===== config.mk =====
export PLATFORM = sky130hd
export DESIGN_NAME = run_length_coder
export DESIGN_NICKNAME = d
export VERILOG_FILES = /design/src/rtl/run_length_coder.sv
export SDC_FILE = /design/constraint.sdc
export NUM_CORES = 1
export LEC_CHECK = 0
export BUFFER_PORTS_ARGS = -buffer_cell sky130_fd_sc_hd__buf_2
export CAP_MARGIN = 20
export CORE_MARGIN = 8
export CORE_UTILIZATION = 55
export DETAILED_ROUTE_END_ITERATION = 10
export PLACE_DENSITY_LB_ADDON = 0.05
export SLEW_MARGIN = 20
export SYNTH_ARGS = -nofsm -noshare
export SYNTH_HDL_FRONTEND = slang
export SYNTH_SLANG_ARGS = --single-unit

===== constraint.sdc =====
create_clock -name clk -period 5.3 [get_ports clk]
set_input_delay 0.53 -clock clk [delete_from_list [all_inputs] [get_ports clk]]
set_output_delay 0.53 -clock clk [all_outputs]
set_load 0.005 [all_outputs]

===== src/rtl/run_length_coder.sv =====
// run_length_coder
//   JPEG-LS run-mode bitstream stage. Consumes one run event per handshake
//   (RUN / INTR / EOL), maintains RUNindex and the partial run count, and
//   emits run-length codewords (right-aligned, MSB first) to the bit packer.
//
// Ports:
//   clk        clock
//   reset      asynchronous active-low reset
//   start_enc  synchronous scan start; clears state, drops any event this cycle
//   ev_valid / ev_ready / ev_type   event handshake (0 RUN, 1 INTR, 2 EOL, 3 reserved)
//   code_valid / code_ready         codeword handshake (single output register)
//   code_bits  codeword, right-aligned
//   code_len   number of valid bits in code_bits (1..16)
//   run_index  current RUNindex (value before this cycle's update)
//   j_value    J[run_index]
//
// Optional build macro RUN_STATS_EN adds stat_ones, stat_intr, stat_maxidx.
module run_length_coder #(
  parameter int runcount_length = 16,
  parameter int code_length     = 16,
  parameter int codelen_length  = 5
) (
  input  logic                      clk,
  input  logic                      reset,
  input  logic                      start_enc,
  input  logic                      ev_valid,
  output logic                      ev_ready,
  input  logic [1:0]                ev_type,
  output logic                      code_valid,
  input  logic                      code_ready,
  output logic [code_length-1:0]    code_bits,
  output logic [codelen_length-1:0] code_len,
  output logic [4:0]                run_index,
  output logic [3:0]                j_value
`ifdef RUN_STATS_EN
  ,
  output logic [15:0]               stat_ones,
  output logic [15:0]               stat_intr,
  output logic [4:0]                stat_maxidx
`endif
);

  typedef enum logic [1:0] {
    EV_RUN  = 2'd0,
    EV_INTR = 2'd1,
    EV_EOL  = 2'd2,
    EV_RSVD = 2'd3
  } ev_kind_t;

  logic [runcount_length-1:0] cnt, cnt_nx, cnt_inc, seg;
  logic [4:0]                 idx_nx;
  logic                       accept, emit, emit_one, emit_intr;
  logic [code_length-1:0]     bits_nx;
  logic [codelen_length-1:0]  len_nx;

  // J table
  always_comb begin
    unique case (run_index)
      5'd0,  5'd1,  5'd2,  5'd3:  j_value = 4'd0;
      5'd4,  5'd5,  5'd6,  5'd7:  j_value = 4'd1;
      5'd8,  5'd9,  5'd10, 5'd11: j_value = 4'd2;
      5'd12, 5'd13, 5'd14, 5'd15: j_value = 4'd3;
      5'd16, 5'd17:               j_value = 4'd4;
      5'd18, 5'd19:               j_value = 4'd5;
      5'd20, 5'd21:               j_value = 4'd6;
      5'd22, 5'd23:               j_value = 4'd7;
      default:                    j_value = 4'(run_index - 5'd16);
    endcase
  end

  assign ev_ready = !start_enc && (!code_valid || code_ready);
  assign accept   = ev_valid && ev_ready;
  assign seg      = runcount_length'(1) << j_value;
  assign cnt_inc  = cnt + runcount_length'(1);

  always_comb begin
    cnt_nx    = cnt;
    idx_nx    = run_index;
    emit      = 1'b0;
    emit_one  = 1'b0;
    emit_intr = 1'b0;
    bits_nx   = '0;
    len_nx    = '0;
    if (accept) begin
      unique case (ev_kind_t'(ev_type))
        EV_RUN: begin
          if (cnt_inc == seg) begin
            emit     = 1'b1;
            emit_one = 1'b1;
            bits_nx  = code_length'(1);
            len_nx   = codelen_length'(1);
            cnt_nx   = '0;
            idx_nx   = (run_index == 5'd31) ? 5'd31 : run_index + 5'd1;
          end else begin
            cnt_nx = cnt_inc;
          end
        end
        EV_EOL: begin
          emit     = 1'b1;
          emit_one = 1'b1;
          bits_nx  = code_length'(1);
          len_nx   = codelen_length'(1);
          cnt_nx   = '0;
          if (cnt_inc == seg)
            idx_nx = (run_index == 5'd31) ? 5'd31 : run_index + 5'd1;
        end
        EV_INTR: begin
          // leading '0' is implicit: cnt < 2^J, so bit J of the field is zero
          emit      = 1'b1;
          emit_intr = 1'b1;
          bits_nx   = code_length'(cnt);
          len_nx    = codelen_length'(j_value) + codelen_length'(1);
          cnt_nx    = '0;
          idx_nx    = (run_index == 5'd0) ? 5'd0 : run_index - 5'd1;
        end
        default: ;
      endcase
    end
  end

  always_ff @(posedge clk or negedge reset) begin
    if (!reset) begin
      code_valid <= 1'b0;
      code_bits  <= '0;
      code_len   <= '0;
      run_index  <= '0;
      cnt        <= '0;
    end else if (start_enc) begin
      code_valid <= 1'b0;
      run_index  <= '0;
      cnt        <= '0;
    end else begin
      cnt       <= cnt_nx;
      run_index <= idx_nx;
      if (accept) begin
        code_valid <= emit;
        if (emit) begin
          code_bits <= bits_nx;
          code_len  <= len_nx;
        end
      end else if (code_ready) begin
        code_valid <= 1'b0;
      end
    end
  end

`ifdef RUN_STATS_EN
  always_ff @(posedge clk or negedge reset) begin
    if (!reset) begin
      stat_ones   <= '0;
      stat_intr   <= '0;
      stat_maxidx <= '0;
    end else if (start_enc) begin
      stat_ones   <= '0;
      stat_intr   <= '0;
      stat_maxidx <= '0;
    end else begin
      if (emit_one && stat_ones != 16'hFFFF) stat_ones <= stat_ones + 16'd1;
      if (emit_intr && stat_intr != 16'hFFFF) stat_intr <= stat_intr + 16'd1;
      if (idx_nx > stat_maxidx) stat_maxidx <= idx_nx;
    end
  end
`endif

`ifndef SYNTHESIS
  a_no_reserved_event: assert property (
    @(posedge clk) disable iff (!reset)
    !(ev_valid && ev_ready && ev_type == 2'd3)
  ) else $error("reserved ev_type accepted");
`endif

endmodule


# Word level (Yosys, flattened, before mapping)
# Index checks and enable logic that the tools add are counted.
[classes]
n_mux = 21
reduce_logical = 24
n_eq_ne = 28
div = 0
n_lt_le_gt_ge = 0
n_mul = 0
bitwise_logic = 1
add_sub_neg = 5
shift = 1
[op_table]
columns = ["operator", "count"]
rows = [
  ["$mux W16", 3],
  ["$pmux W16 S3", 1],
  ["$eq A5 B5 Y1 const B", 9],
  ["$eq A5 B4 Y1 const B", 8],
  ["$pmux W16 S2", 1],
  ["$pmux W4 S8", 1],
  ["$mux W5", 5],
  ["$eq A5 B3 Y1 const B", 4],
  ["$add A16 B1 Y16 const B", 1],
  ["$eq A16 B16 Y1", 1],
  ["$reduce_or A4 Y1", 4],
  ["$shl A1 B4 Y16 const A", 1],
  ["$pmux W5 S3", 1],
  ["$reduce_or A2 Y1", 6],
  ["$eq A5 B2 Y1 const B", 2],
  ["$pmux W5 S2", 1],
  ["$reduce_bool A3 Y1", 3],
  ["$mux W1", 7],
  ["$reduce_and A3 Y1", 2],
  ["$add A4 B1 Y5 const B", 1],
  ["$add A5 B1 Y5 const B", 1],
  ["$eq A5 B1 Y1 const B", 1],
  ["$logic_not A5 Y1", 1],
  ["$sub A5 B1 Y5 const B", 1],
  ["other kinds (12)", 14],
]
[totals]
mem_bits_rw = 0
latchBits = 0
inputBits = 7
romBits = 0
mem_count = 0
elab_cells = 85
register_bits = 43

# Longest topological paths before layout
# Gate-level depths: netlist of the first run.
[logic_depth]
depth_word = 10
ltp_mapped = 19

# Worst setup path before layout of the first run
# No wires, ideal clock.
[synth_timing]
path_kind = "register to register"
start = "register run_index[0]"
end = "register run_index[0]"
stages_incl_launch_ff = 18
arrival_time_ns = 4.267
setup_slack_ns = 0.909
t_required_ns = 5.176
setup_ns = 0.124
cell_sequence = "dfrtp_1 -> clkbuf_1 -> inv_1 -> ha_1 -> or4_1 -> buf_2 -> a31oi_1 -> inv_1 -> ha_1 -> clkbuf_1 -> a21oi_1 -> o21bai_1 -> a21o_1 -> or4b_4 -> nor4_4 -> buf_6 -> o22ai_1 -> o31a_1"
[synth_via]
elab_chain_len = 7
[synth_rtl]
columns = ["item", "line_no", "source"]
rows = [
  ["start, declared", "33", "output logic [4:0] run_index,"],
  ["start signal, assigned", "134", "run_index <= idx_nx;"],
  ["branches (longest 2 deep; another with $sub A4 B1 Y4)", "-", ""],
  ["$pmux W4 S8 *", "58", "unique case (run_index)"],
  ["net j_value[1]", "34", "output logic [3:0] j_value"],
  ["$shl A1 B4 Y16 *", "73", "assign seg = runcount_length'(1) << j_value;"],
  ["$eq A16 B16 Y1 *", "87, 104", ""],
  ["$ne A3 B1 Y1 (no source line) *", "-", ""],
  ["$reduce_and A3 Y1 (no source line) *", "-", ""],
]
# Mark *: on every way through the listed nets, which the timed path passes. The select of a mux whose other input is x is not followed.
# A chain may end at the register's enable or synchronous reset.

# Worst setup path in the final report of the first run
[layout_timing]
start = "register run_index[0]"
end = "register cnt[15]"
[layout_via]
elab_chain_len = 9
[layout_rtl]
columns = ["item", "line_no", "source"]
rows = [
  ["branches (longest 2 deep; another with $sub A4 B1 Y4)", "-", ""],
  ["$pmux W4 S8 *", "58", ""],
  ["$shl A1 B4 Y16 *", "73", ""],
  ["$eq A16 B16 Y1 *", "87", "if (cnt_inc == seg) begin"],
  ["$mux W16 *", "87", ""],
  ["$pmux W16 S2 *", "85", "unique case (ev_kind_t'(ev_type))"],
  ["$mux W16 *", "84", "if (accept) begin"],
  ["$mux W16 *", "128", "end else if (start_enc) begin"],
  ["end signal, assigned", "133", "cnt <= cnt_nx;"],
  ["end, declared", "50", "logic [runcount_length-1:0] cnt, cnt_nx, cnt_inc, seg;"],
]
# Mark *: on every way between the ends. The select of a mux whose other input is x is not followed.

==> flow_results.xml, run 1 <==
<?xml version="1.0" encoding="UTF-8"?>
<metrics>
  <group name="finish">
    <metric name="share_of_final_layout_standard_cells_stronger_than_drive_strength_1" unit="%">14.2</metric>
    <metric name="layout_utilization" unit="%">61.9</metric>
    <metric name="n_antenna_cell" unit="">0</metric>
    <metric name="area_growth" unit="%">8.80</metric>
    <metric name="finish.net_count" unit="">447</metric>
  </group>
  <group name="run_status">
    <metric name="run_status" unit="">finished clean</metric>
  </group>
  <group name="sta">
    <metric name="setup_repair_after_global_routing_missed_its_margin" unit="">no</metric>
    <metric name="timing.final.crit_period" unit="ns">4.85</metric>
    <metric name="totalNegativeSetupSlack" unit="ns">0</metric>
    <metric name="timing.fmax" unit="GHz">0.206</metric>
    <metric name="setup_viol" unit="">0</metric>
    <metric name="timing_max_transition_violations_final" unit="">0</metric>
    <metric name="finalHoldViolations" unit="">0</metric>
    <metric name="slew-limit-headroom" unit="%">57.7</metric>
    <metric name="worstMarginPinSlew" unit="ns">0.631</metric>
    <metric name="timing.final.crit_share" unit="%">91.5</metric>
    <metric name="skew" unit="ns">0.00946</metric>
  </group>
  <group name="global_routing">
    <metric name="grt_max_degree" unit="">44</metric>
    <metric name="gr-total-overflow" unit="">0</metric>
    <metric name="antenna_found_initial" unit="">0</metric>
    <metric name="global_route.usage.total" unit="%">20.9</metric>
    <metric name="wire_length_of_the_first_global_routing_pass" unit="mm">15.1</metric>
    <metric name="first_global_vias" unit="">2953</metric>
  </group>
  <group name="clock_tree">
    <metric name="cts.reportedPaths.clkPinSlew" unit="ns">0.09</metric>
    <metric name="clock_latency" unit="ns">0.31</metric>
    <metric name="cts_max_path_buffers" unit="">2</metric>
    <metric name="clk_root_buffer_cell" unit="">sky130_fd_sc_hd__clkbuf_8</metric>
    <metric name="cts_made_buffers" unit="">5</metric>
    <metric name="cts_tree" unit="">built</metric>
    <metric name="cts.sinks" unit="">43</metric>
    <metric name="cts_max_level" unit="">2</metric>
    <metric name="hold_buf_cts" unit="">0</metric>
  </group>
  <group name="floorplanning">
    <metric name="total_die_area" unit="um^2">8890</metric>
    <metric name="rows" unit="">28</metric>
    <metric name="core_area" unit="um^2">5920</metric>
    <metric name="die_x" unit="um">94.3</metric>
    <metric name="boundaryPins" unit="">39</metric>
    <metric name="initial_core_util" unit="%">56.9</metric>
    <metric name="die_h" unit="um">94.3</metric>
  </group>
  <group name="power">
    <metric name="p_per_area" unit="nW/um^2">356</metric>
    <metric name="p_sw_share" unit="%">45.7</metric>
    <metric name="power.clock.fraction" unit="%">16.5</metric>
    <metric name="seq_power_share" unit="%">29.5</metric>
    <metric name="p_int" unit="uW">709</metric>
    <metric name="p_comb_share" unit="%">54.0</metric>
    <metric name="ir_drop" unit="uV">210</metric>
    <metric name="total_leakage_power" unit="nW">1.67</metric>
    <metric name="power.switching" unit="uW">596</metric>
  </group>
  <group name="logic_synthesis">
    <metric name="synth.yosys.warnings" unit="">0</metric>
    <metric name="synthCells" unit="">403</metric>
    <metric name="synth_async_sr_flop_share" unit="%">100</metric>
    <metric name="synthesis.area_per_instance" unit="um^2">8.36</metric>
    <metric name="synth_area" unit="um^2">3370</metric>
    <metric name="synth_fp_nets" unit="">426</metric>
    <metric name="synth_seq_cells" unit="">43</metric>
    <metric name="synth-edff-count" unit="">0</metric>
    <metric name="yosys_most_used_dff" unit="">sky130_fd_sc_hd__dfrtp_1</metric>
    <metric name="synth_seq_area_share" unit="%">31.9</metric>
    <metric name="number_of_distinct_library_cell_variants_in_the_gate_level_netlist_after_synthesis" unit="">62</metric>
  </group>
  <group name="detailed_routing">
    <metric name="route.detailed.vias_per_inst" unit="">6.25</metric>
    <metric name="total_detailed_routing_wirelength" unit="mm">8.98</metric>
    <metric name="route.detailed.wl_per_inst" unit="um">18.0</metric>
    <metric name="post-route-drc-count" unit="">0</metric>
    <metric name="dr.first_iter.drc_count" unit="">289</metric>
    <metric name="route.vias.total" unit="">3120</metric>
    <metric name="detail-route-antenna-nets" unit="">0</metric>
    <metric name="drt_pre_antenna_iters" unit="">4</metric>
  </group>
  <group name="setup_path">
    <metric name="critPathArrivalTime" unit="ns">5.04</metric>
    <metric name="crit_type" unit="">reg -&gt; reg</metric>
    <metric name="crit_family" unit="">simple AND/OR/NAND/NOR gates</metric>
    <metric name="cpPeakStageDelay" unit="ns">0.65</metric>
    <metric name="cp_max_fo" unit="">26</metric>
    <metric name="crit_end_category" unit="">flip-flop</metric>
    <metric name="crit_buf_inv" unit="">4</metric>
    <metric name="critical_path.cell_chain" unit="">inv_1 -&gt; ha_1 -&gt; or4_1 -&gt; o21ai_0 -&gt; o21ai_0 -&gt; inv_1 -&gt; ha_1 -&gt; ha_1 -&gt; inv_1 -&gt; o22ai_1 -&gt; xnor2_1 -&gt; a2111oi_0 -&gt; nand4_1 -&gt; nor4_4 -&gt; buf_4 -&gt; nor3_1 -&gt; a221o_1</metric>
    <metric name="critical_path.startpoint_type" unit="">flip-flop</metric>
    <metric name="worst_ep_required_time" unit="ns">5.49</metric>
    <metric name="crit_path_top_delay_cell" unit="">sky130_fd_sc_hd__or4_1</metric>
  </group>
  <group name="placement">
    <metric name="globalplace.congestion" unit="">0.987</metric>
    <metric name="number_of_port_buffers" unit="">38</metric>
    <metric name="hpwl" unit="mm">6.47</metric>
  </group>
  <group name="hold_path">
    <metric name="hold_path_class" unit="">in -&gt; async</metric>
  </group>
  <group name="run">
    <metric name="cap_viol_max_count" unit="">0</metric>
  </group>
</metrics>
==> timing repair <==
item,4_1_cts,5_1_grt
buffers inserted,0,0
gates resized for setup,0,3
setup endpoints to repair,0,11
==> area by class of cell <==
| cell class | count | area (um^2) |
|---|---|---|
| flip-flops and latches | 43 | 1080 |
| well taps | 75 | 93.8 |
| fillers | 542 | 2250 |
| inverters | 36 | 135 |
| clock inverters | 2 | 13.8 |
| clock buffers | 5 | 68.8 |
| repair buffers | 43 | 230 |
| multi-input cells | 295 | 2050 |
==> cells in the final DEF, fill, tap and decap left out, types with 3 or more instances in the layout <==
cell type                  instances
sky130_fd_sc_hd__a31oi_1           5
sky130_fd_sc_hd__o211ai_1         11
sky130_fd_sc_hd__o41ai_1           3
sky130_fd_sc_hd__o21ai_0           9
sky130_fd_sc_hd__nor3_1           13
sky130_fd_sc_hd__nor2_1           13
sky130_fd_sc_hd__nor2b_1           4
sky130_fd_sc_hd__a22oi_1           3
sky130_fd_sc_hd__nand3_1          11
sky130_fd_sc_hd__clkbuf_8          5
sky130_fd_sc_hd__and3_1            7
sky130_fd_sc_hd__or4_1             6
sky130_fd_sc_hd__a211oi_1          3
sky130_fd_sc_hd__a21oi_1          14
sky130_fd_sc_hd__nor4_1            6
sky130_fd_sc_hd__nor4b_1           4
sky130_fd_sc_hd__xnor2_1           9
sky130_fd_sc_hd__buf_4             6
sky130_fd_sc_hd__nand2b_1          7
sky130_fd_sc_hd__o31ai_1           8
sky130_fd_sc_hd__a21o_1            8
sky130_fd_sc_hd__nand2_1          50
sky130_fd_sc_hd__xor2_1            6
sky130_fd_sc_hd__mux2i_1          18
sky130_fd_sc_hd__dfrtp_1          43
sky130_fd_sc_hd__o21bai_1          3
sky130_fd_sc_hd__or3_1             8
sky130_fd_sc_hd__inv_1            35
sky130_fd_sc_hd__a221o_1           4
sky130_fd_sc_hd__o22ai_1           3
sky130_fd_sc_hd__nand4_1          10
sky130_fd_sc_hd__ha_1             16
sky130_fd_sc_hd__buf_2            37
==> final timing paths <==
check | depth (start not counted) | slack (ns) | to | from
worst max-delay path | 17 | 0.45 | cnt[15]$_DFFE_PN0P_ | run_index[0]$_DFFE_PN0P_
worst min-delay path | 1 | 0.21 | cnt[10]$_DFFE_PN0P_ | reset
worst max register to register | 17 | 0.45 | cnt[15]$_DFFE_PN0P_ | run_index[0]$_DFFE_PN0P_
worst min register to register | 1 | 0.51 | code_len[3]$_DFFE_PN0P_ | code_len[3]$_DFFE_PN0P_
max in group asynchronous | 1 | 4.72 | cnt[14]$_DFFE_PN0P_ | reset
min in group clk | 1 | 0.51 | code_len[3]$_DFFE_PN0P_ | code_len[3]$_DFFE_PN0P_
==> routing by layer <==
layer	GRT usage, %	up-vias	share of wire, %
met5	0	-	0
met4	5.94	0	1.8
met3	4.32	14	6.0
met2	32.0	107	46
met1	28.6	1500	46
li1	-	1499	-
==> logic make-up after synthesis <==
group           count (synthesis)  synth area share (%)
simple gates                  151                  24.5
buf+inv                        65                  7.95
compound gates                 93                  19.8
flops                          43                  31.9
xor+xnor                       15                  3.90
fa+ha+maj                      16                  5.94
mux                            20                  6.02
==> state kept, by name, summed over array words and instances (netlist names) <==
register    flops
code_valid      1
code_len        5
code_bits      16
cnt            16
run_index       5
==> metrics by stage <==
step	total power [mW]	hold WS [ns]	worst slack, ns	std cells	instance area [um^2]
6_report	1.30	0.210	0.449	499	3670
3_5_place_dp	1.07	0.492	0.375	492	3560
3_3_place_gp	1.06	0.489	0.573	492	3560
4_1_cts	1.28	0.417	0.361	499	3640
2_1_floorplan	0.918	0.234	0.909	403	3370
5_1_grt	1.40	0.260	0.0277	499	3670
==> power by group through the flow <==
stage	sequential [mW]	combinational (mW)	clock [mW]
2_1_floorplan	0.379	0.539	0
3_3_place_gp	0.390	0.672	0
3_5_place_dp	0.392	0.677	0
4_1_cts	0.385	0.683	0.216
5_1_grt	0.392	0.779	0.230
6_report	0.385	0.705	0.215
==> synthesized netlist by cell type (all sizes together), types with 3 or more instances <==
library cell,instances,area (um^2)
o21ai,11,55.1
clkbuf,19,75.1
dfrtp,43,1080
a21o,8,60.1
nand3,11,55.1
a31oi,5,31.3
mux2i,18,180
a21oi,14,70.1
or4,6,45.0
inv,35,131
and3,7,43.8
xor2,6,52.6
nor2b,4,25.0
o41ai,3,26.3
nor3,13,65.1
o31ai,8,60.1
o211ai,11,82.6
a221o,4,40.0
nand4,10,62.6
o22ai,3,18.8
o21bai,3,22.5
nor4,9,86.3
xnor2,9,78.8
buf,10,57.6
nor2,13,48.8
a211oi,3,22.5
a22oi,3,22.5
nand2b,7,43.8
nand2,50,188
or3,9,56.3
ha,16,200
nor4b,4,35.0
No activity file was read; power rests on OpenSTA's default activity.
==> run 2, diff against run 1 <==
==> constraint.sdc (replaced) <==
create_clock -name clk -period 5.3 [get_ports clk]
set_input_delay 0.265 -clock clk [delete_from_list [all_inputs] [get_ports clk]]
set_output_delay 0.265 -clock clk [all_outputs]
set_load 0.005 [all_outputs]
==> run 2 against run 1 <==
Worst hold slack better by 0.040 ns. Sequential share of layout area down 0.080 points. Power about the same. Utilization up 0.17 points. Cell count up 0.20%. Clock skew about the same.
==> flow_results.xml, run 2 (same netlist as run 1, synthesis figures left out) <==
<?xml version="1.0" encoding="UTF-8"?>
<metrics>
  <group name="detailed_routing">
    <metric name="detail-route-antenna-nets" unit="">0</metric>
    <metric name="drt_pre_antenna_iters" unit="">5</metric>
    <metric name="route.detailed.wl_per_inst" unit="um">18.0</metric>
    <metric name="post-route-drc-count" unit="">0</metric>
    <metric name="total_detailed_routing_wirelength" unit="mm">9.01</metric>
    <metric name="route.vias.total" unit="">3099</metric>
    <metric name="route.detailed.vias_per_inst" unit="">6.20</metric>
    <metric name="dr.first_iter.drc_count" unit="">292</metric>
  </group>
  <group name="finish">
    <metric name="layout_utilization" unit="%">62.1</metric>
    <metric name="n_antenna_cell" unit="">0</metric>
    <metric name="top_regs" unit="">cnt (16), code_bits (16)</metric>
    <metric name="layout.cells.most_common_list" unit="">50 x sky130_fd_sc_hd__nand2_1, 43 x sky130_fd_sc_hd__dfrtp_1, 37 x sky130_fd_sc_hd__buf_2</metric>
    <metric name="area_growth" unit="%">9.10</metric>
    <metric name="finish.net_count" unit="">448</metric>
    <metric name="share_of_final_layout_standard_cells_stronger_than_drive_strength_1" unit="%">14.1</metric>
    <metric name="fill_cells" unit="">540</metric>
    <metric name="layout_commonest_cell" unit="">sky130_fd_sc_hd__nand2_1</metric>
  </group>
  <group name="clock_tree">
    <metric name="cts_tree" unit="">built</metric>
    <metric name="cts.sinks" unit="">43</metric>
    <metric name="cts_max_level" unit="">2</metric>
    <metric name="cts_made_buffers" unit="">5</metric>
    <metric name="clock_latency" unit="ns">0.30</metric>
    <metric name="cts_max_path_buffers" unit="">2</metric>
    <metric name="clk_root_buffer_cell" unit="">sky130_fd_sc_hd__clkbuf_8</metric>
    <metric name="cts.reportedPaths.clkPinSlew" unit="ns">0.09</metric>
  </group>
  <group name="floorplanning">
    <metric name="core_area" unit="um^2">5920</metric>
    <metric name="initial_core_util" unit="%">56.9</metric>
    <metric name="boundaryPins" unit="">39</metric>
    <metric name="total_die_area" unit="um^2">8890</metric>
    <metric name="die_h" unit="um">94.3</metric>
    <metric name="die_x" unit="um">94.3</metric>
    <metric name="rows" unit="">28</metric>
  </group>
  <group name="hold_path">
    <metric name="hold_path_class" unit="">in -&gt; reg</metric>
    <metric name="min_from" unit="">code_ready</metric>
    <metric name="hold_end" unit="">code_valid$_DFFE_PN0P_</metric>
    <metric name="holdPathStages" unit="">3</metric>
  </group>
  <group name="sta">
    <metric name="timing.final.crit_period" unit="ns">4.85</metric>
    <metric name="timing.final.crit_share" unit="%">91.6</metric>
    <metric name="timing.fmax" unit="GHz">0.206</metric>
    <metric name="slew-limit-headroom" unit="%">57.8</metric>
    <metric name="worstMarginPinSlew" unit="ns">0.634</metric>
    <metric name="skew" unit="ns">0.00928</metric>
    <metric name="finalHoldViolations" unit="">0</metric>
    <metric name="timing_max_transition_violations_final" unit="">0</metric>
    <metric name="setup_viol" unit="">0</metric>
    <metric name="totalNegativeSetupSlack" unit="ns">0</metric>
    <metric name="setup_repair_after_global_routing_missed_its_margin" unit="">no</metric>
  </group>
  <group name="power">
    <metric name="p_per_area" unit="nW/um^2">355</metric>
    <metric name="ir_drop" unit="uV">209</metric>
    <metric name="total_leakage_power" unit="nW">1.68</metric>
  </group>
  <group name="global_routing">
    <metric name="grt_max_degree" unit="">44</metric>
    <metric name="gr-total-overflow" unit="">0</metric>
    <metric name="first_global_vias" unit="">2953</metric>
    <metric name="antenna_found_initial" unit="">0</metric>
    <metric name="wire_length_of_the_first_global_routing_pass" unit="mm">15.1</metric>
    <metric name="global_route.usage.total" unit="%">20.9</metric>
  </group>
  <group name="setup_path">
    <metric name="regToRegEndpoint" unit="">cnt[15]$_DFFE_PN0P_</metric>
    <metric name="cp_max_fo" unit="">26</metric>
    <metric name="crit-reg2reg-launch" unit="">run_index[0]$_DFFE_PN0P_</metric>
    <metric name="worst-r2r-cell-count" unit="">17</metric>
    <metric name="crit_end_category" unit="">flip-flop</metric>
    <metric name="r2r_slack" unit="ns">0.45</metric>
    <metric name="crit_type" unit="">reg -&gt; reg</metric>
    <metric name="critPathArrivalTime" unit="ns">5.04</metric>
    <metric name="worst_ep_required_time" unit="ns">5.48</metric>
    <metric name="critical_path.startpoint_type" unit="">flip-flop</metric>
    <metric name="worstSetupStartpoint" unit="">run_index[0]$_DFFE_PN0P_</metric>
  </group>
  <group name="run_status">
    <metric name="run_status" unit="">finished clean</metric>
  </group>
  <group name="placement">
    <metric name="number_of_port_buffers" unit="">38</metric>
    <metric name="hpwl" unit="mm">6.47</metric>
    <metric name="globalplace.congestion" unit="">0.987</metric>
  </group>
  <group name="run">
    <metric name="cap_viol_max_count" unit="">0</metric>
  </group>
</metrics>
==> run 2: changes by cell type in the layout (fill, tap and decap cells not counted) <==
cell / previous run / this run
sky130_fd_sc_hd__dlygate4sd3_1: 0 / 1
==> run 2: through the flow <==
| step | instance area, um^2 | setup WS, ns | hold slack [ns] | cells | total power [mW] |
|---|---|---|---|---|---|
| after floorplan | 3370 | 0.909 | -0.0306 | 403 | 0.918 |
| after global placement | 3560 | 0.573 | 0.468 | 492 | 1.06 |
| after detailed placement | 3560 | 0.375 | 0.482 | 492 | 1.07 |
| after CTS | 3640 | 0.361 | 0.152 | 499 | 1.28 |
| after global routing | 3680 | 0.0277 | 0.270 | 500 | 1.40 |
| final | 3680 | 0.447 | 0.251 | 500 | 1.30 |
==> run 2: layer usage <==
layer,vias up,global-route usage [%],part of all wire (%)
li1,1504,-,-
met1,1469,28.6,46
met2,112,32.0,46
met3,14,4.32,6.2
met4,0,5.94,1.6
met5,-,0,0
==> run 2: worst max-delay path by stage <==
stage	to	slack, ns	cells after the start
5_1_grt	run_index[0]$_DFFE_PN0P_	0.03	17
3_5_place_dp	code_bits[6]$_DFFE_PN0P_	0.38	17
6_report	cnt[15]$_DFFE_PN0P_	0.45	17
3_3_place_gp	code_bits[6]$_DFFE_PN0P_	0.57	17
4_1_cts	code_bits[7]$_DFFE_PN0P_	0.36	17
2_1_floorplan	run_index[0]$_DFFE_PN0P_	0.91	17
==> run 2: power breakdown <==
part | switching [mW] | internal [mW] | leakage (nW) | total [mW]
clock network | 0.124 | 0.0904 | 0.0440 | 0.214
logic | 0.439 | 0.266 | 1.04 | 0.705
registers | 0.0321 | 0.353 | 0.592 | 0.385
==> run 2: what timing repair did <==
action / CTS / global route
endpoints found under the hold margin: 0 / 35
setup buffers: 0 / 0
gates resized for setup: 0 / 3
endpoints found under the setup margin: 0 / 11
hold buffers: 0 / 1
==> run 2: worst max-delay path, cell delays in order, from the launching register on <==
cell	delay [ns]
sky130_fd_sc_hd__dfrtp_1	0.54
sky130_fd_sc_hd__inv_1	0.15
sky130_fd_sc_hd__ha_1	0.30
sky130_fd_sc_hd__or4_1	0.65
sky130_fd_sc_hd__o21ai_0	0.13
sky130_fd_sc_hd__o21ai_0	0.22
sky130_fd_sc_hd__inv_1	0.19
sky130_fd_sc_hd__ha_1	0.23
sky130_fd_sc_hd__ha_1	0.19
sky130_fd_sc_hd__inv_1	0.07
sky130_fd_sc_hd__o22ai_1	0.19
sky130_fd_sc_hd__xnor2_1	0.09
sky130_fd_sc_hd__a2111oi_0	0.38
sky130_fd_sc_hd__nand4_1	0.25
sky130_fd_sc_hd__nor4_4	0.31
sky130_fd_sc_hd__buf_4	0.31
sky130_fd_sc_hd__nor3_1	0.14
sky130_fd_sc_hd__a221o_1	0.35
==> run 2: cell type report <==
cell class	instances	area, um^2	area share [%]
clock inverter	2	13.8	0.374
tap	75	93.8	2.55
clock buffer	5	68.8	1.87
multi-input combinational	295	2050	55.7
timing repair buffer	44	240	6.54
sequential	43	1080	29.3
inverter	36	135	3.68
==> run 3, diff against run 2 <==
- PLACE_DENSITY: default -> 0.75
- PLACE_DENSITY_LB_ADDON: 0.05 -> default
==> run 3 against run 2 <==
Power increased by 2.5%. Worst hold slack got worse by 0.0035 ns. Register-to-register slack lost 0.02 ns. Via count rose by 0.97%. Cell count stayed put. Wire length shrank 2.9%. Sequential share of layout area barely moved. Setup slack got worse by 0.019 ns. Sequential power about the same. Critical path type unchanged. Critical endpoint is now code_bits[9]$_DFFE_PN0P_. Largest power group unchanged. Highest routed layer unchanged.
==> flow_results.xml, run 3 (same netlist as run 1, synthesis figures left out) <==
<?xml version="1.0" encoding="UTF-8"?>
<metrics>
  <group name="finish">
    <metric name="top_regs" unit="">cnt (16), code_bits (16)</metric>
    <metric name="finish.net_count" unit="">447</metric>
    <metric name="seq_area" unit="um^2">1080</metric>
    <metric name="area_growth" unit="%">9.28</metric>
    <metric name="layout_commonest_cell" unit="">sky130_fd_sc_hd__nand2_1</metric>
    <metric name="n_antenna_cell" unit="">0</metric>
    <metric name="layout.cells.most_common_list" unit="">50 x sky130_fd_sc_hd__nand2_1, 43 x sky130_fd_sc_hd__dfrtp_1, 37 x sky130_fd_sc_hd__buf_2</metric>
    <metric name="multi_input_area" unit="um^2">2030</metric>
    <metric name="share_of_final_layout_standard_cells_stronger_than_drive_strength_1" unit="%">13.6</metric>
    <metric name="fill_cells" unit="">543</metric>
    <metric name="stdcell_count" unit="">500</metric>
  </group>
  <group name="setup_path">
    <metric name="crit_type" unit="">reg -&gt; reg</metric>
    <metric name="regToRegEndpoint" unit="">code_bits[9]$_DFFE_PN0P_</metric>
    <metric name="worst-r2r-cell-count" unit="">17</metric>
    <metric name="r2r_slack" unit="ns">0.43</metric>
    <metric name="crit-reg2reg-launch" unit="">run_index[0]$_DFFE_PN0P_</metric>
    <metric name="cpPeakStageDelay" unit="ns">0.53</metric>
    <metric name="crit_path_top_delay_cell" unit="">sky130_fd_sc_hd__dfrtp_1</metric>
    <metric name="critical_path.startpoint_type" unit="">flip-flop</metric>
    <metric name="cp_max_fo" unit="">16</metric>
    <metric name="worst_ep_required_time" unit="ns">5.49</metric>
    <metric name="critPathArrivalTime" unit="ns">5.06</metric>
    <metric name="crit_end_category" unit="">flip-flop</metric>
    <metric name="critical_path.cell_chain" unit="">inv_1 -&gt; ha_1 -&gt; nor4_4 -&gt; a21oi_1 -&gt; o21ai_0 -&gt; inv_1 -&gt; ha_1 -&gt; ha_1 -&gt; inv_1 -&gt; o22ai_1 -&gt; xnor2_1 -&gt; a2111oi_0 -&gt; nand4_1 -&gt; nor4_1 -&gt; o21ai_2 -&gt; buf_4 -&gt; mux2i_1</metric>
  </group>
  <group name="detailed_routing">
    <metric name="route.vias.total" unit="">3129</metric>
    <metric name="detail-route-antenna-nets" unit="">0</metric>
    <metric name="total_detailed_routing_wirelength" unit="mm">8.75</metric>
    <metric name="dr.first_iter.drc_count" unit="">278</metric>
    <metric name="route.detailed.vias_per_inst" unit="">6.26</metric>
    <metric name="route.detailed.wl_per_inst" unit="um">17.5</metric>
    <metric name="post-route-drc-count" unit="">0</metric>
    <metric name="drt_pre_antenna_iters" unit="">5</metric>
  </group>
  <group name="global_routing">
    <metric name="wire_length_of_the_first_global_routing_pass" unit="mm">14.6</metric>
    <metric name="first_global_vias" unit="">2923</metric>
    <metric name="global_route.usage.total" unit="%">20.3</metric>
    <metric name="antenna_found_initial" unit="">0</metric>
    <metric name="gr-total-overflow" unit="">0</metric>
    <metric name="grt_max_degree" unit="">44</metric>
  </group>
  <group name="floorplanning">
    <metric name="die_h" unit="um">94.3</metric>
    <metric name="total_die_area" unit="um^2">8890</metric>
    <metric name="rows" unit="">28</metric>
    <metric name="initial_core_util" unit="%">56.9</metric>
    <metric name="die_x" unit="um">94.3</metric>
    <metric name="core_area" unit="um^2">5920</metric>
    <metric name="boundaryPins" unit="">39</metric>
  </group>
  <group name="sta">
    <metric name="skew" unit="ns">0.00994</metric>
    <metric name="finalHoldViolations" unit="">0</metric>
    <metric name="setup_repair_after_global_routing_missed_its_margin" unit="">no</metric>
    <metric name="timing.final.crit_share" unit="%">91.9</metric>
    <metric name="totalNegativeSetupSlack" unit="ns">0</metric>
    <metric name="final.hold.worst_slack" unit="ns">0.247</metric>
    <metric name="worstMarginPinSlew" unit="ns">0.609</metric>
    <metric name="timing.final.crit_period" unit="ns">4.87</metric>
    <metric name="timing_max_transition_violations_final" unit="">0</metric>
    <metric name="setup_viol" unit="">0</metric>
    <metric name="timing.fmax" unit="GHz">0.205</metric>
    <metric name="slew-limit-headroom" unit="%">59.1</metric>
  </group>
  <group name="clock_tree">
    <metric name="cts.reportedPaths.clkPinSlew" unit="ns">0.09</metric>
    <metric name="cts_max_path_buffers" unit="">2</metric>
    <metric name="clk_root_buffer_cell" unit="">sky130_fd_sc_hd__clkbuf_8</metric>
    <metric name="cts_setup_buffers" unit="">0</metric>
    <metric name="cts_tree" unit="">built</metric>
    <metric name="cts_max_level" unit="">2</metric>
    <metric name="cts.sinks" unit="">43</metric>
    <metric name="clock_latency" unit="ns">0.31</metric>
    <metric name="cts.repair.resized" unit="">0</metric>
    <metric name="cts_made_buffers" unit="">5</metric>
  </group>
  <group name="placement">
    <metric name="hpwl" unit="mm">6.37</metric>
    <metric name="globalplace.congestion" unit="">1.03</metric>
    <metric name="place_inst" unit="">491</metric>
    <metric name="number_of_port_buffers" unit="">38</metric>
  </group>
  <group name="power">
    <metric name="total_leakage_power" unit="nW">1.68</metric>
    <metric name="ir_drop" unit="uV">288</metric>
    <metric name="p_per_area" unit="nW/um^2">363</metric>
  </group>
  <group name="run_status">
    <metric name="run_status" unit="">finished clean</metric>
  </group>
  <group name="hold_path">
    <metric name="hold_path_class" unit="">in -&gt; reg</metric>
    <metric name="hold_end" unit="">code_valid$_DFFE_PN0P_</metric>
    <metric name="holdPathStages" unit="">3</metric>
    <metric name="min_from" unit="">code_ready</metric>
  </group>
  <group name="run">
    <metric name="cap_viol_max_count" unit="">0</metric>
  </group>
</metrics>
run 3: worst max-delay path by stage:
stage,from,to,slack [ns],cells after the start
2_1_floorplan,run_index[0]$_DFFE_PN0P_,run_index[0]$_DFFE_PN0P_,0.91,17
4_1_cts,run_index[0]$_DFFE_PN0P_,code_bits[9]$_DFFE_PN0P_,0.47,17
6_report,run_index[0]$_DFFE_PN0P_,code_bits[9]$_DFFE_PN0P_,0.43,17
3_3_place_gp,run_index[0]$_DFFE_PN0P_,code_bits[5]$_DFFE_PN0P_,0.70,14
5_1_grt,run_index[0]$_DFFE_PN0P_,code_bits[9]$_DFFE_PN0P_,0.02,17
3_5_place_dp,run_index[0]$_DFFE_PN0P_,code_bits[9]$_DFFE_PN0P_,0.52,17
run 3: report_power, final:
part / total (mW) / internal (mW) / switching (mW)
clock: 0.271 / 0.142 / 0.129
sequential: 0.384 / 0.353 / 0.0312
combinational: 0.682 / 0.255 / 0.427
run 3: per-layer routing:
metal  GRT usage (%)  vias up  part of all wire (%)
met5               0        -                     0
met4            7.66        0                   2.6
met3            3.76       23                   6.6
met2            30.5      117                    46
met1            27.9     1487                    45
li1                -     1502                     -
run 3: area by class of cell:
class / instances / share of cell area (%)
Clock inverter: 3 / 1.26
Timing Repair Buffer: 43 / 6.32
Tap cell: 75 / 2.55
Multi-Input combinational cell: 295 / 55.1
Sequential cell: 43 / 29.2
Inverter: 36 / 3.67
Clock buffer: 5 / 1.87
run 3: stage by stage:
step | power (mW) | instance area [um^2] | worst slack [ns] | util [%]
6_report | 1.34 | 3680 | 0.428 | 62.2
5_1_grt | 1.42 | 3680 | 0.0188 | 62.2
4_1_cts | 1.33 | 3670 | 0.470 | 62.0
3_5_place_dp | 1.06 | 3550 | 0.521 | 60.0
3_3_place_gp | 1.05 | 3550 | 0.700 | 60.0
2_1_floorplan | 0.918 | 3370 | 0.909 | -
run 3: timing repair:
action                     4_1_cts  5_1_grt
setup endpoints to repair        0        0
hold endpoints to repair         0       29
hold buffers                     0        1
run 3: critical path, delay by kind of cell (launching register included):
kind / cells / cell delay (ns)
adders and majority gates: 3 / 0.76
buffers and inverters: 4 / 0.69
DFF: 1 / 0.53
AOI/OAI and AO/OA: 5 / 1.27
muxes: 1 / 0.15
and+or+nand+nor: 3 / 1.20
xor gates and xnor gates: 1 / 0.15
